`config.mk`:
```
export PLATFORM = sky130hd
export DESIGN_NAME = tdd_frame_sched
export DESIGN_NICKNAME = d
export VERILOG_FILES = /design/src/rtl/tdd_frame_sched.sv
export SDC_FILE = /design/constraint.sdc
export NUM_CORES = 1
export LEC_CHECK = 0
export CELL_PAD_IN_SITES_DETAIL_PLACEMENT = 2
export CELL_PAD_IN_SITES_GLOBAL_PLACEMENT = 2
export CORE_MARGIN = 1
export CORE_UTILIZATION = 37
export CTS_CLUSTER_SIZE = 10
export DETAILED_ROUTE_END_ITERATION = 10
export PLACE_DENSITY_LB_ADDON = 0.15
export SLEW_MARGIN = 10
export SYNTH_ARGS = -nofsm -noshare
export SYNTH_HDL_FRONTEND = slang
export SYNTH_SLANG_ARGS = --single-unit
```
`constraint.sdc`:
```
create_clock -name clk -period 9.4 [get_ports clk]
set_input_delay 1.41 -clock clk [delete_from_list [all_inputs] [get_ports clk]]
set_output_delay 1.41 -clock clk [all_outputs]
set_load 0.01 [all_outputs]
```
`src/rtl/tdd_frame_sched.sv`:
```
// TDD frame sequencer: per-sample frame counter, tx/rx window enables, sof strobe, one-shot length adjust.
// Optional overlap masking and sticky overlap_err are built when TDD_OVERLAP_CHK_EN is defined.
module tdd_frame_sched #(
   parameter int unsigned CW  = 24,
   parameter int unsigned FNW = 32
) (
   input  logic           clk,
   input  logic           rst,
   input  logic           en,
   input  logic           tick,
   input  logic [CW-1:0]  frame_len,
   input  logic [CW-1:0]  frame_adj,
   input  logic           adj_req,
   input  logic [CW-1:0]  tstart,
   input  logic [CW-1:0]  tend,
   input  logic [CW-1:0]  rstart,
   input  logic [CW-1:0]  rend,
   output logic [CW-1:0]  cnt,
   output logic [FNW-1:0] frame_num,
   output logic           sof,
   output logic           tx_win,
   output logic           rx_win,
   output logic           adj_pending
`ifdef TDD_OVERLAP_CHK_EN
   ,
   output logic           overlap_err
`endif
);

   localparam int unsigned SW = CW + 2;

   typedef enum logic {StIdle, StRun} state_t;

   state_t        state_q;
   logic [CW-1:0] len_s;
   logic [CW-1:0] tstart_s, tend_s, rstart_s, rend_s;

   logic [CW-1:0]        len_nom;
   logic [CW-1:0]        adj_len;
   logic signed [SW-1:0] adj_sum;
   logic                 last;
   logic                 tx_hit, rx_hit;

   function automatic logic win_hit(input logic [CW-1:0] s, input logic [CW-1:0] e,
                                    input logic [CW-1:0] c);
      if (s <= e) return (c >= s) && (c <= e);
      else        return (c >= s) || (c <= e);
   endfunction

   assign len_nom = (frame_len < CW'(2)) ? CW'(2) : frame_len;

   // Two guard bits: the sum can neither overflow nor be misread as negative.
   assign adj_sum = $signed({2'b00, frame_len}) + $signed({{2{frame_adj[CW-1]}}, frame_adj});

   always_comb begin
      if (adj_sum[SW-1])                      adj_len = CW'(2);
      else if (adj_sum[CW])                   adj_len = '1;
      else if (adj_sum[CW-1:0] < CW'(2))      adj_len = CW'(2);
      else                                    adj_len = adj_sum[CW-1:0];
   end

   assign last   = (cnt == len_s - CW'(1));
   assign tx_hit = win_hit(tstart_s, tend_s, cnt);
   assign rx_hit = win_hit(rstart_s, rend_s, cnt);

   always_ff @(posedge clk or negedge rst) begin
      if (!rst) begin
         state_q     <= StIdle;
         len_s       <= '0;
         tstart_s    <= '0;
         tend_s      <= '0;
         rstart_s    <= '0;
         rend_s      <= '0;
         cnt         <= '0;
         frame_num   <= '0;
         sof         <= 1'b0;
         tx_win      <= 1'b0;
         rx_win      <= 1'b0;
         adj_pending <= 1'b0;
`ifdef TDD_OVERLAP_CHK_EN
         overlap_err <= 1'b0;
`endif
      end else begin
         sof <= 1'b0;
         if (adj_req) adj_pending <= 1'b1;
         unique case (state_q)
            StIdle: begin
               cnt    <= '0;
               tx_win <= 1'b0;
               rx_win <= 1'b0;
               if (en) begin
                  state_q  <= StRun;
                  len_s    <= len_nom;
                  tstart_s <= tstart;
                  tend_s   <= tend;
                  rstart_s <= rstart;
                  rend_s   <= rend;
                  sof      <= 1'b1;
               end
            end
            StRun: begin
               if (!en) begin
                  state_q <= StIdle;
                  cnt     <= '0;
                  tx_win  <= 1'b0;
                  rx_win  <= 1'b0;
`ifdef TDD_OVERLAP_CHK_EN
                  overlap_err <= 1'b0;
`endif
               end else begin
`ifdef TDD_OVERLAP_CHK_EN
                  tx_win <= tx_hit & ~rx_hit;
                  if (tx_hit && rx_hit) overlap_err <= 1'b1;
`else
                  tx_win <= tx_hit;
`endif
                  rx_win <= rx_hit;
                  if (tick) begin
                     if (last) begin
                        cnt       <= '0;
                        frame_num <= frame_num + FNW'(1);
                        sof       <= 1'b1;
                        tstart_s  <= tstart;
                        tend_s    <= tend;
                        rstart_s  <= rstart;
                        rend_s    <= rend;
                        if (adj_pending) begin
                           len_s <= adj_len;
                           // A request landing on the consuming wrap arms the next frame.
                           adj_pending <= adj_req;
                        end else begin
                           len_s <= len_nom;
                        end
                     end else begin
                        cnt <= cnt + CW'(1);
                     end
                  end
               end
            end
            default: state_q <= StIdle;
         endcase
      end
   end

endmodule

```
Word level (Yosys, flattened, before mapping)
Index checks and enable logic that the tools add are counted.
Cells by class
  bitwise operators: 1
  equality and inequality tests: 6
  add/subtract/negate cells: 4
  div/mod/pow operators: 0
  multipliers: 0
  $lt $le $gt $ge: 8
  shifts and indexed selects: 0
  muxes and demuxes: 51
  reductions and logical operators: 6
Operators with widths (number)
  24-bit two-way mux: 28
  24-bit one-hot mux with 2 select lines: 6
  24-bit less-or-equal comparator: 4
  24-bit greater-or-equal comparator: 2
  24-bit by 2-bit < comparator with 1-bit output, second input constant: 2
  32-bit by 1-bit adder with 32-bit output, second input constant: 1
  25-bit by 24-bit adder with 26-bit output: 1
  24-bit by 1-bit adder with 24-bit output, second input constant: 1
  24-bit == test: 1
  24-bit by 1-bit subtractor with 24-bit output, second input constant: 1
  1-bit two-way mux: 14
  4-bit AND reduction: 2
  2-bit != test, second input constant: 3
  1-bit one-hot mux with 2 select lines: 3
  3-bit != test, second input constant: 1
  1-bit logical AND: 2
  1-bit logical OR: 2
  2-bit by 1-bit != test with 1-bit output, second input constant: 1
  1-bit inverter: 1
Word-level totals
  memory bits (writable): 0
  bits in latches: 0
  bits of input ports: 149
  memories: 0
  ROM bits: 0
  word-level logic and storage cells: 88
  register bits: 181
  output and inout port bits: 60

Longest topological paths before layout
  depth in word-level cells: 10
  gate-level depth with buffers: 15

Least setup slack after synthesis
Ideal clock, no wire load.
  kind: input-to-reg
  start: input port frame_len[6]
  end: register len_s[0]
  slack: 5.075 ns
  path buffers: 1
  data required time: 9.314 ns
  arrival: 4.239 ns
  stages on the path: 12
  cell sequence: ha_1 -> clkbuf_1 -> a21oi_1 -> a21oi_1 -> a211oi_1 -> nand3_1 -> and4_1 -> or3_1 -> and4_1 -> and4b_1 -> or3b_2 -> a32oi_1
On the way
  word-level cells in the longest chain between the ends: 10
  elaborated cells on any way between the ends: 13
RTL lines
  from (decl): line 11  | input logic [CW-1:0] frame_len,
  25-bit by 24-bit adder with 26-bit output: line 53  | assign adj_sum = $signed({2'b00, frame_len}) + $signed({{2{frame_adj[CW-1]}}, frame_adj});
  24-bit by 2-bit < comparator with 1-bit output: line 58  | else if (adj_sum[CW-1:0] < CW'(2)) adj_len = CW'(2);
  24-bit two-way mux: line 58
  24-bit two-way mux: line 57  | else if (adj_sum[CW]) adj_len = '1;
  24-bit two-way mux: line 56  | if (adj_sum[SW-1]) adj_len = CW'(2);
  24-bit two-way mux: line 127  | if (adj_pending) begin
  24-bit two-way mux: line 119  | if (last) begin
  24-bit two-way mux: line 118  | if (tick) begin
  24-bit two-way mux: line 102  | if (!en) begin
  24-bit one-hot mux with 2 select lines (*): line 86  | unique case (state_q)
  to (signal assigned): line 93  | len_s <= len_nom;
  to (signal assigned): line 128  | len_s <= adj_len;
  to (signal assigned): line 132  | len_s <= len_nom;
  to (decl): line 35  | logic [CW-1:0] len_s;
Every way passes the cells marked *; elsewhere a longest branch is shown, timed or not. The select of a mux whose other input is x is not followed.
A chain may end at the register's enable or synchronous reset.

Worst setup path in the final report
  start: input port frame_len[1]
  end: register len_s[0]
Same word-level chain as after synthesis.

==> flow_summary.yaml <==
final_layout:
  layout-drive-gt1-share_pct: 10.1
  regArea_mm2: 0.00453
  nNetsFinal: 1972
  fillers: 3825
  area_growth_pct: 23.2
  multiInputGateArea_mm2: 0.00841
  post-route-util_pct: 46.7
route:
  drc: 0
  wire_per_inst_um: 21.9
  drt-initial-drc-count: 288
  dr.pass1.iters: 4
  drt-total-wl_um: 46600
  ant_nets: 0
  num_vias: 12000
  via_per_inst: 5.66
sta:
  setup_viol: 0
  skew_ps: 14.5
  tns_ps: 0
  setup_slack_ps: 4260
  whs_ps: 472
  period_needed_ps: 5140
  worst_slew_pin_slew_ps: 971
  rsz0062_at_grt: "no"
  post-route-period-util_pct: 54.7
  maxSlewHeadroom_pct: 34.6
  final_hold_viol_count: 0
  max_freq_mhz: 195
  slew_violations: 0
global_route:
  grt_pass1_wl_um: 74900
  antenna_found_initial: 5
  met1_usage_pct: 29.2
  met2_usage_pct: 46.4
  gr-total-overflow: 0
  top_usage_layer: "met2"
  grt_max_degree: 71
  grtUsageMet3_pct: 3.70
  first_global_vias: 13700
  track_usage_pct: 25.4
hold_path:
  hp-start: "frame_num[31]$_DFFE_PN0P_"
  hold_class: "flip-flop to flip-flop"
clock_tree:
  clock_latency_ps: 460
  cts_buffers: 17
  cts_resized: 0
  cts_setup_buffers: 0
  hold_buffers: 0
  path_clk_slew_ps: 70
  cts_max_path_buffers: 2
  cts_root_buffer: "clkbuf_16"
  cts_tree: "built"
  cts_sinks: 181
  htreeDepth: 4
synthesis:
  synth_edf_count: 0
  async_flop_share_pct: 100
  yosys_warnings: 0
  avgSynthCellArea_um2: 9.33
  synthFlopType: "dfrtp_1"
  yosysSeqAreaShare_pct: 33.4
  ys_types: 78
  syn_nets: 1778
  ys_seq_elements: 181
  synth_area_mm2: 0.0136
  yosys.area.top_type: "dfrtp_1"
  synth.area.top_cells: "dfrtp_1 (33%), ha_1 (16%), mux2_2 (8.0%), a21oi_1 (3.9%), xnor2_1 (3.4%)"
  netlist.area_leader.share_pct: 33.4
  syn-instance-count: 1456
power_and_ir_drop:
  p_per_area_mw_per_mm2: 144
  power_mw: 2.40
  ir_worst_vdd_uv: 134
  leakage_nw: 7.68
setup_path:
  critPathMaxFanout: 25
  rrSetupSlack_ps: 4300
  crit_slowest_cell: "a211oi_1"
  crit_family: "compound AO/OA/AOI/OAI gates"
  cpPeakStageDelay_ps: 610
  worstSetupEndpointType: "flip-flop"
  crit_buf_inv: 1
  worstSetupStartpoint: "frame_len[1]"
  critical_path_class: "primary input to flip-flop"
  r2r-start: "len_s[12]$_DFFE_PN0P_"
  cp_cell_sequence: "clkdlybuf4s50_1 > ha_1 > a211oi_1 > o21bai_1 > a211oi_1 > nand3_1 > and4_1 > or2_2 > o211a_1 > or3b_2 > a32oi_1"
  arrival_ps: 5510
  crit_required_ps: 9770
  cpMostUsedCell: "a211oi_1"
  critPathLaunchType: "primary input"
placement:
  place_hpwl_um: 35800
  place_ws_ps: 3810
  portBuffers: 208
  place_congestion: 0.838
floorplanning:
  die_area_mm2: 0.0375
  initial_core_util_pct: 37.9
  core_area_mm2: 0.0358
  die-height_um: 194
  ios: 209
  rows: 69
  die_width_um: 194
run_status:
  run_status: "finished clean"
job:
  drv_cap: 0
-- cell type report --
cell class / instances / share of cell area (%)
clock buffer: 18 / 2.56
inverter: 121 / 2.73
sequential: 181 / 27.1
clock inverter: 14 / 1.05
antenna: 2 / 0.0299
tap: 461 / 3.45
multi-input combinational: 1113 / 50.3
timing repair buffer: 216 / 12.8
-- kinds of logic after synthesis --
kind of cell    Yosys count  synth area share, %
buf+inv                 162                 4.71
fa+ha+maj               174                 16.1
xor+xnor                 73                 4.71
compound gates          353                 16.4
simple gates            411                 16.3
flops                   181                 33.4
mux                     102                 8.41
-- final timing paths --
kind | to | cells past startpoint
worst max-delay path | len_s[0]$_DFFE_PN0P_ | 11
worst min-delay path | frame_num[31]$_DFFE_PN0P_ | 1
worst max register to register | rstart_s[12]$_DFFE_PN0P_ | 12
worst min register to register | frame_num[31]$_DFFE_PN0P_ | 1
max in group asynchronous | frame_num[15]$_DFFE_PN0P_ | 2
min in group asynchronous | rend_s[1]$_DFFE_PN0P_ | 1
-- cell usage after synthesis (all sizes together), types with 7 or more instances --
master,number
and2,11
and3,27
nor2b,26
o211ai,10
dfrtp,181
ha,172
xnor2,52
inv,120
or3,7
buf,10
o21ai,85
a21o,46
o31ai,13
nand4,43
mux2,97
nor2,62
nand2b,26
nor4,22
or2,7
clkbuf,31
xor2,21
o21a,15
a21oi,105
a31oi,9
nand2,89
nor3,28
nand3,39
a211oi,18
-- power by group --
part | internal, mW | total (mW) | switching [mW]
Sequential | 0.859 | 0.945 | 0.0856
Clock | 0.420 | 0.759 | 0.339
Combinational | 0.323 | 0.698 | 0.375
Total | 1.60 | 2.40 | 0.800
-- sequential cells by signal (all words and copies together) (netlist names), 24 cells and up --
register / count
tstart_s: 24
frame_num: 32
rend_s: 24
tend_s: 24
len_s: 24
rstart_s: 24
cnt: 24
-- layer usage --
metal,up-vias,part of all wire [%]
met3,84,2.7
met5,-,0.052
met2,200,52
met1,6065,42
met4,4,3.5
li1,5685,-
-- per-stage QoR --
step | std cells | instance area [um2]
4_1_cts | 2124 | 16700
3_3_place_gp | 2092 | 16100
5_1_grt | 2126 | 16700
3_5_place_dp | 2092 | 16100
6_report | 2126 | 16700
2_1_floorplan | 1456 | 13600
-- cells in the final DEF (no fill, tap or decap), types with 21 or more instances in the layout --
cell type and n:
xor2_1 21, and3_1 27, nand4_1 43, mux2_2 97, a21oi_1 105, ha_1 172, xnor2_1 52, inv_1 120
nor2_1 55, nor3_1 26, nor2b_1 26, o21ai_0 83, nand2_1 88, clkdlybuf4s50_1 207, nor4_1 22, dfrtp_1 181
nand3_1 39, a21o_1 45, nand2b_1 26
No activity file was read; power rests on OpenSTA's default activity.
